[config.mk]
export PLATFORM = sky130hd
export DESIGN_NAME = note_player
export DESIGN_NICKNAME = d
export VERILOG_FILES = /design/src/rtl/note_player_pkg.sv /design/src/rtl/note_player_tone_divider.sv /design/src/rtl/note_player.sv
export SDC_FILE = /design/constraint.sdc
export NUM_CORES = 1
export LEC_CHECK = 0
export CAP_MARGIN = 20
export CELL_PAD_IN_SITES_DETAIL_PLACEMENT = 0
export CELL_PAD_IN_SITES_GLOBAL_PLACEMENT = 1
export CORE_UTILIZATION = 47
export DETAILED_ROUTE_END_ITERATION = 10
export GPL_TIMING_DRIVEN = 1
export PLACE_DENSITY = 0.91
export SYNTH_ARGS = -nofsm -noshare
export SYNTH_HDL_FRONTEND = slang
export SYNTH_SLANG_ARGS = --single-unit
[constraint.sdc]
create_clock -name clk -period 5.5 [get_ports clk]
set_input_delay 1.1 -clock clk [delete_from_list [all_inputs] [get_ports clk]]
set_output_delay 1.1 -clock clk [all_outputs]
set_load 0.005 [all_outputs]
[src/rtl/note_player_pkg.sv]
// Shared types and constants for the note player and the song ROM that feeds it.
package note_player_pkg;

  typedef enum logic [1:0] {
    IDLE = 2'd0,
    PLAY = 2'd1,
    GAP  = 2'd2
  } state_t;

  localparam int DEF_DIV_BITS = 18;
  localparam int DEF_DUR_BITS = 4;

  // Half-period divisors for a 50 MHz clk (round(50e6 / (2 * f))).
  localparam logic [DEF_DIV_BITS-1:0] NOTE_REST = 18'd0;
  localparam logic [DEF_DIV_BITS-1:0] NOTE_C4   = 18'd95556;
  localparam logic [DEF_DIV_BITS-1:0] NOTE_E4   = 18'd75843;
  localparam logic [DEF_DIV_BITS-1:0] NOTE_G4   = 18'd63776;
  localparam logic [DEF_DIV_BITS-1:0] NOTE_A4   = 18'd56818;
  localparam logic [DEF_DIV_BITS-1:0] NOTE_C5   = 18'd47778;

endpackage

[src/rtl/note_player_tone_divider.sv]
// Square-wave generator: reloadable half-period down-counter plus toggle flop.
module tone_divider
  import note_player_pkg::*;
#(
  parameter int DIV_BITS = DEF_DIV_BITS
) (
  input  logic                clk,
  input  logic                r,
  input  logic                run,
  input  logic [DIV_BITS-1:0] hp,
  output logic                audio
);

  logic [DIV_BITS-1:0] div_cnt_r;
  logic [DIV_BITS-1:0] reload_s;
  logic                audio_r;

  assign reload_s = hp - DIV_BITS'(1);
  assign audio    = audio_r;

  // While stopped the counter tracks hp-1 so the first toggle lands hp cycles after run rises.
  always_ff @(posedge clk or posedge r) begin
    if (r) begin
      div_cnt_r <= {DIV_BITS{1'b0}};
      audio_r   <= 1'b0;
    end else if (!run) begin
      div_cnt_r <= reload_s;
      audio_r   <= 1'b0;
    end else if (hp == {DIV_BITS{1'b0}}) begin
      div_cnt_r <= div_cnt_r;
      audio_r   <= 1'b0;
    end else if (div_cnt_r == {DIV_BITS{1'b0}}) begin
      div_cnt_r <= reload_s;
      audio_r   <= ~audio_r;
    end else begin
      div_cnt_r <= div_cnt_r - DIV_BITS'(1);
      audio_r   <= audio_r;
    end
  end

endmodule

[src/rtl/note_player.sv]
// Plays one note descriptor at a time: tone for N beats, a silent gap, then a note_done pulse.
module note_player
  import note_player_pkg::*;
#(
  parameter int DIV_BITS  = DEF_DIV_BITS,
  parameter int DUR_BITS  = DEF_DUR_BITS,
  parameter int GAP_TICKS = 1,
  parameter int GAP_BITS  = 2
) (
  input  logic                clk,
  input  logic                r,
  input  logic                beat_tick,
  input  logic                abort,
  input  logic                note_valid,
  output logic                note_ready,
  input  logic [DIV_BITS-1:0] note_half_period,
  input  logic [DUR_BITS-1:0] note_beats,
  output logic                audio_out,
  output logic                busy,
  output logic                note_done
);

  localparam logic [GAP_BITS-1:0] GAP_INIT = GAP_BITS'(GAP_TICKS);
  localparam bit                  HAS_GAP  = (GAP_TICKS != 32'sd0);

  state_t              state_r;
  logic [DIV_BITS-1:0] hp_r;
  logic [DUR_BITS-1:0] beats_left_r;
  logic [GAP_BITS-1:0] gap_cnt_r;
  logic                ready_r;
  logic                busy_r;
  logic                done_r;

  logic [DIV_BITS-1:0] hp_sel_s;
  logic                last_beat_s;
  logic                run_s;

  function automatic logic [DUR_BITS-1:0] norm_beats(input logic [DUR_BITS-1:0] b);
    if (b == {DUR_BITS{1'b0}}) norm_beats = DUR_BITS'(1);
    else                       norm_beats = b;
  endfunction

  // The divider preloads from the live descriptor in IDLE; a note end or abort silences it on the same edge.
  always_comb begin
    hp_sel_s    = hp_r;
    last_beat_s = 1'b0;
    run_s       = 1'b0;
    if (state_r == IDLE) hp_sel_s = note_half_period;
    else                 hp_sel_s = hp_r;
    if (beat_tick && (beats_left_r == DUR_BITS'(1))) last_beat_s = 1'b1;
    else                                             last_beat_s = 1'b0;
    if ((state_r == PLAY) && !abort && !last_beat_s) run_s = 1'b1;
    else                                             run_s = 1'b0;
  end

  tone_divider #(.DIV_BITS(DIV_BITS)) u_div (
    .clk   (clk),
    .r     (r),
    .run   (run_s),
    .hp    (hp_sel_s),
    .audio (audio_out)
  );

  // Control FSM with beat and gap counters; ready/busy/done are registered alongside the state.
  always_ff @(posedge clk or posedge r) begin
    if (r) begin
      state_r      <= IDLE;
      hp_r         <= {DIV_BITS{1'b0}};
      beats_left_r <= {DUR_BITS{1'b0}};
      gap_cnt_r    <= {GAP_BITS{1'b0}};
      ready_r      <= 1'b1;
      busy_r       <= 1'b0;
      done_r       <= 1'b0;
    end else begin
      done_r <= 1'b0;
      case (state_r)
        IDLE: begin
          if (note_valid) begin
            hp_r         <= note_half_period;
            beats_left_r <= norm_beats(note_beats);
            state_r      <= PLAY;
            ready_r      <= 1'b0;
            busy_r       <= 1'b1;
          end
        end
        PLAY: begin
          if (abort) begin
            state_r      <= IDLE;
            hp_r         <= {DIV_BITS{1'b0}};
            beats_left_r <= {DUR_BITS{1'b0}};
            gap_cnt_r    <= {GAP_BITS{1'b0}};
            ready_r      <= 1'b1;
            busy_r       <= 1'b0;
          end else if (last_beat_s) begin
            beats_left_r <= {DUR_BITS{1'b0}};
            if (HAS_GAP) begin
              state_r   <= GAP;
              gap_cnt_r <= GAP_INIT;
            end else begin
              state_r <= IDLE;
              ready_r <= 1'b1;
              busy_r  <= 1'b0;
              done_r  <= 1'b1;
            end
          end else if (beat_tick) begin
            beats_left_r <= beats_left_r - DUR_BITS'(1);
          end
        end
        GAP: begin
          if (abort) begin
            state_r      <= IDLE;
            hp_r         <= {DIV_BITS{1'b0}};
            beats_left_r <= {DUR_BITS{1'b0}};
            gap_cnt_r    <= {GAP_BITS{1'b0}};
            ready_r      <= 1'b1;
            busy_r       <= 1'b0;
          end else if (beat_tick) begin
            if (gap_cnt_r <= GAP_BITS'(1)) begin
              state_r   <= IDLE;
              gap_cnt_r <= {GAP_BITS{1'b0}};
              ready_r   <= 1'b1;
              busy_r    <= 1'b0;
              done_r    <= 1'b1;
            end else begin
              gap_cnt_r <= gap_cnt_r - GAP_BITS'(1);
            end
          end
        end
        default: begin
          state_r <= IDLE;
          ready_r <= 1'b1;
          busy_r  <= 1'b0;
        end
      endcase
    end
  end

  assign note_ready = ready_r;
  assign busy       = busy_r;
  assign note_done  = done_r;

endmodule

# ---- Yosys cells after proc, flatten, opt, wreduce, memory -nomap -nowiden
# Index checks and enable logic that the tools add are counted.
dict set report totals {
  romBits 0
  latch_bits 0
  mem_count 0
  wordCells 94
  reg_bits 48
  input_bits 27
  out_inout_bits 4
  mem_bits_rw 0
}
dict set report op_classes {
  n_addsub 4
  n_shift 0
  bitwise_logic 1
  n_lt_le_gt_ge 1
  div_mod_pow 0
  mul 0
  n_reduce_logical 18
  eq_ne 13
  mux 48
}
# op count
set op_table {}
lappend op_table {{$mux 18} 6}
lappend op_table {{$logic_not 18->1} 2}
lappend op_table {{$pmux 18 s2} 1}
lappend op_table {{$sub 18x1->18 const B} 2}
lappend op_table {{$mux 4} 6}
lappend op_table {{$mux 2} 11}
lappend op_table {{$mux 1} 19}
lappend op_table {{$ne 3x3->1 const B} 4}
lappend op_table {{$pmux 4 s3} 1}
lappend op_table {{$reduce_and 4->1} 3}
lappend op_table {{$ne 2x2->1 const B} 4}
lappend op_table {{$pmux 1 s3} 2}
lappend op_table {{$pmux 2 s3} 1}
lappend op_table {{$reduce_and 3->1} 2}
lappend op_table {{$eq 4x1->1 const B} 1}
lappend op_table {{$logic_not 4->1} 1}
lappend op_table {{$ne 4x4->1 const B} 1}
lappend op_table {{$pmux 2 s2} 1}
lappend op_table {{$reduce_bool 2->1} 2}
lappend op_table {{$sub 4x1->4 const B} 1}
lappend op_table {{$logic_and 1x1->1} 3}
lappend op_table {{$reduce_bool 3->1} 1}
lappend op_table {{$eq 2x1->1 const B} 1}
lappend op_table {{$eq 2x2->1 const B} 1}
lappend op_table {{7 further kinds} 8}

# ---- Depth between registers and ports, before layout
dict set report logic_depth {
  word_depth 7
  ltp_mapped 16
  ltp_nobuf 9
}

# ---- By module
# From an unflattened synthesis, not the netlist that was laid out.
dict set report unflattened {
  cells_unflattened 358
  area_unflattened_um2 3275.6
}
# mod seq_area_each_um2 cells_each instances area_per_inst_um2
set modules_own_cells {}
lappend modules_own_cells {note_player 726.9 175 1 1726.7}
lappend modules_own_cells {tone_divider 475.5 183 1 1549.0}

# ---- Least setup slack after synthesis
# No wires, ideal clock.
dict set report synth_timing {
  kind {flip-flop to flip-flop}
  start {register state_r[0]}
  end {register u_div.div_cnt_r[8]}
  t_arrival_ns 3.159
  synth_period_minus_slack_ns 3.283
  n_path_buf 7
  slack_ns 2.217
  stages_incl_launch_ff 16
  setup_ns 0.124
  required_time_ns 5.376
  cell_sequence {dfrtp_1 inv_1 ha_1 buf_6 buf_6 buf_6 buf_2 clkbuf_1 mux2i_1 ha_1 o211a_1 clkbuf_1 and4_1 buf_2 nor2_1 a211o_1}
}
dict set report synth_via {
  elab_chain_len 6
  elab_cells_between_ends 12
  cone_classes {add/sub (1); eq/ne (2); mux (5); reduce/logical (4)}
}
# item line
set synth_rtl {}
lappend synth_rtl {{start: declaration} note_player.sv:26} ;# state_t state_r;
lappend synth_rtl {{start signal: assignment} note_player.sv:67} ;# state_r <= IDLE;
lappend synth_rtl {{start signal: assignment} note_player.sv:81} ;# state_r <= PLAY;
lappend synth_rtl {{start signal: assignment} note_player.sv:88} ;# state_r <= IDLE;
lappend synth_rtl {{$logic_not 2->1} note_player.sv:48} ;# if (state_r == IDLE) hp_sel_s = note_half_period;
lappend synth_rtl {{$mux 18} note_player.sv:48}
lappend synth_rtl {{$sub 18x1->18} note_player_tone_divider.sv:18} ;# assign reload_s = hp - DIV_BITS'(1);
lappend synth_rtl {{$mux 18} note_player_tone_divider.sv:32} ;# end else if (div_cnt_r == {DIV_BITS{1'b0}}) begin
lappend synth_rtl {{$mux 18} note_player_tone_divider.sv:29} ;# end else if (hp == {DIV_BITS{1'b0}}) begin
lappend synth_rtl {{$mux 18} note_player_tone_divider.sv:26} ;# end else if (!run) begin
lappend synth_rtl {{end signal: assignment} note_player_tone_divider.sv:27} ;# div_cnt_r <= reload_s;
lappend synth_rtl {{end signal: assignment} note_player_tone_divider.sv:30} ;# div_cnt_r <= div_cnt_r;
lappend synth_rtl {{end signal: assignment} note_player_tone_divider.sv:33} ;# div_cnt_r <= reload_s;
lappend synth_rtl {{end: declaration} note_player_tone_divider.sv:14} ;# logic [DIV_BITS-1:0] div_cnt_r;
# Parallel ways exist; a longest one is shown, timed or not. The select of a mux whose other input is x is not followed.
# A chain may end at the register's enable or synchronous reset.

# ---- Worst setup path after layout
dict set report layout_timing {
  start {register state_r[0]}
  end {register u_div.div_cnt_r[2]}
}
# The elaborated chain is that of the path after synthesis.

==> results.ini <==
[setup_path]
rrSetupSlack_ns=1.83
r2r-start=state_r[0]$_DFFE_PP0P_
worst_r2r_path_depth=8
worstPathRequired_ns=5.69
cp-end-kind=register
criticalPathCategory=register to register
cp_max_fo=47
cp-start-kind=register
worstPathArrival_ns=3.86
r2r_end=u_div.div_cnt_r[2]$_DFFE_PP0P_

[synth]
synth-simple-area-share=0.3030
ys_types=54
yosysTopAreaCell=dfrtp_1
syn-instance-count=407
synth_compound_area_frac=0.1661
ys_ff_latch=48
synth_nets=442
synthMuxAreaShare=0.05915
netlist_area_mm2=0.003427
synth_top_area_frac=0.3432
yosysSeqAreaShare=0.3509
synth_adder_area_share=0.02921
synth_top_family_by_area=simple AND/OR/NAND/NOR gates
synth_xor_area_frac=0.04856
synth-async-reset-ratio=1.000
avgSynthCellArea_um2=8.420
synthTopCellsByArea=dfrtp_1 (34%), nand2_1 (6.9%), mux2i_1 (5.3%)
synth_flop_cell=dfrtp_1
yosysWarnings=0
synth_edf_count=0

[clock_network]
cts_made_buffers=5
cts_hold_buf=0
root_buffer=clkbuf_8
clk_latency_ns=0.32
post_cts_buffers=0
cts_tree=yes
clock-sinks=48
htreeDepth=2
clk_pin_slew_worst_paths_ns=0.10
cts.repair.resized=0
clock_path_buffers=2

[routing]
drcViolationCount=0
ant_nets=0
vias=3103
wl_per_cell_um=16.28
route.met2.wl_um=4021
vias_per_cell=5.922
met3_length_um=338
wl_met1_um=4053
first_pass_iters=4
drtIter0Drc=280
wl_um=8532
routed.top_layer=met4

[pwr]
ir_drop_mv=0.3391
p_leak_nw=1.650
powerDensity_mw_per_mm2=560.5
power_mw=2.197

[global_routing]
grt_max_degree=49
grt_pass1_vias=2969
grt_pass1_wl_um=14260
gr-total-overflow=0
antenna_found_initial=0
grt_util_all_layers=0.2417

[placement]
placed_area_mm2=0.003762
dp_hpwl_um=6181
dp.cells=515
io_buffers=30
place.gp.congestion=0.8212

[worst_hold_path]
min-delay-start=hp_r[16]$_DFFE_PP0P_
hp-class=register to register
hold_end=hp_r[16]$_DFFE_PP0P_
hold_depth=2

[die]
die_h_um=87.39
fp.dieW_um=87.39
row_count=30
fp.dieArea_mm2=0.007637
coreArea_mm2=0.006907
start_util=0.4962
ioPinCount=31

[layout]
diodes=0
area_delta_synth_final_pct=14.38
n_fill_cell=644
final_cells=524
drive_above_1_share=0.05607
design_area_mm2=0.003920
num-nets-final=462

[timing]
finalMaxSlewViolations=0
tns_ns=0
final-hold-violation-count=0
rsz0062_at_grt=false
worst_slew_pin_slew_ns=0.9508
finalCriticalPeriod_ns=3.665
max_freq_mhz=272.8
skew_ns=0.01243
slew_headroom=0.3662
period_share=0.6664
setup_viol=0

[job]
max_cap_violations=0

[status]
status=finished, final reports clean

## sequential cells by signal (all words and copies together), names as in the netlist
register / cells
busy: 1
u_div.div_cnt_r: 18
u_div.audio: 1
state_r: 2
gap_cnt_r: 2
hp_r: 18
note_done: 1
note_ready: 1
beats_left_r: 4
## stage by stage
stage	setup WS, ns	util	hold slack (ns)
final	1.835	0.5676	0.4751
after global routing	1.553	0.5676	0.5068
after CTS	1.887	0.5647	0.4827
after detailed placement	1.630	0.5447	0.4605
after global placement	1.728	0.5447	0.4486
after floorplan	2.217	-	0.4348
## synth_stat cells (all sizes together), types with 5 or more instances
cell type	n
or3	7
mux2i	18
nor2	24
nand2b	5
nor4	5
or3b	8
a22oi	9
nor3	18
dfrtp	47
o21ai	21
a211oi	5
nand4	9
xnor2	7
inv	12
nand3b	24
o211ai	5
ha	8
a21oi	20
buf	8
nand2	63
clkbuf	12
nand3	8
xor2	12
o21a	6
## worst max path at each step
stage / cells after the start / slack (ns) / startpoint / end
floorplan: 15 / 2.22 / state_r[0]$_DFFE_PP0P_ / u_div.div_cnt_r[8]$_DFFE_PP0P_
global placement: 6 / 1.73 / note_half_period[8] / u_div.div_cnt_r[8]$_DFFE_PP0P_
detailed placement: 6 / 1.63 / note_half_period[8] / u_div.div_cnt_r[8]$_DFFE_PP0P_
CTS: 7 / 1.89 / state_r[0]$_DFFE_PP0P_ / u_div.div_cnt_r[8]$_DFFE_PP0P_
global route: 7 / 1.55 / state_r[0]$_DFFE_PP0P_ / u_div.div_cnt_r[15]$_DFFE_PP0P_
finish: 8 / 1.83 / state_r[0]$_DFFE_PP0P_ / u_div.div_cnt_r[2]$_DFFE_PP0P_
## per-layer routing
metal	track usage	vias up
met3	0.04171	11
li1	-	1534
met4	0.07750	0
met1	0.3291	1487
met5	0	-
met2	0.3906	71
## area by class of cell
type | instances | area [µm²] | share of cell area
well taps | 96 | 120.1 | 0.03064
clock inverters | 3 | 68.82 | 0.01756
inverters | 12 | 45.04 | 0.01149
multi-input cells | 327 | 2079 | 0.5305
flip-flops and latches | 48 | 1202 | 0.3067
clock buffers | 5 | 68.82 | 0.01756
repair buffers | 33 | 335.3 | 0.08554
## logic make-up (layout without fill, tap and decap cells)
| family | count (synthesis) | after routing |
|---|---|---|
| compound gates | 87 | 87 |
| xor+xnor | 19 | 19 |
| fa+ha+maj | 8 | 8 |
| buf+inv | 32 | 53 |
| flops | 48 | 48 |
| mux | 20 | 20 |
| simple gates | 193 | 193 |
## critical path, stage by stage (launching register included)
cell and delay (ns):
dfrtp_1 0.39, inv_1 0.10, ha_2 0.81, or3b_1 0.45, a222oi_1 0.82, nand4_1 0.58
o21a_1 0.27, nor2_1 0.08, a21oi_1 0.04
## placed cells by master, fill, tap and decap left out, types with 3 or more instances in the layout
cell             instances
clkdlybuf4s50_1         30
inv_1                   11
o21ai_0                 19
nor3_1                  18
nand3b_1                24
o22ai_1                  4
clkbuf_8                 5
nor2_1                  24
nor3b_1                  4
a211oi_1                 5
nor2b_1                  3
or3b_1                   5
nand4_1                  9
o211ai_1                 5
or3_1                    7
o21a_1                   6
a22oi_1                  9
a21oi_1                 20
xor2_1                  12
nand2b_1                 5
ha_1                     7
or3b_2                   3
dfrtp_1                 47
and4_1                   4
nand3_1                  8
nand2_1                 63
xnor2_1                  7
or4_1                    4
nor4_1                   5
mux2i_1                 18
## where the power goes
group          leakage [nW]  internal, mW  switching (mW)
logic                 0.979         0.518           0.698
registers             0.602         0.514           0.150
clock network        0.0687         0.183           0.133
Note: power is estimated with default switching activity, not from simulation.
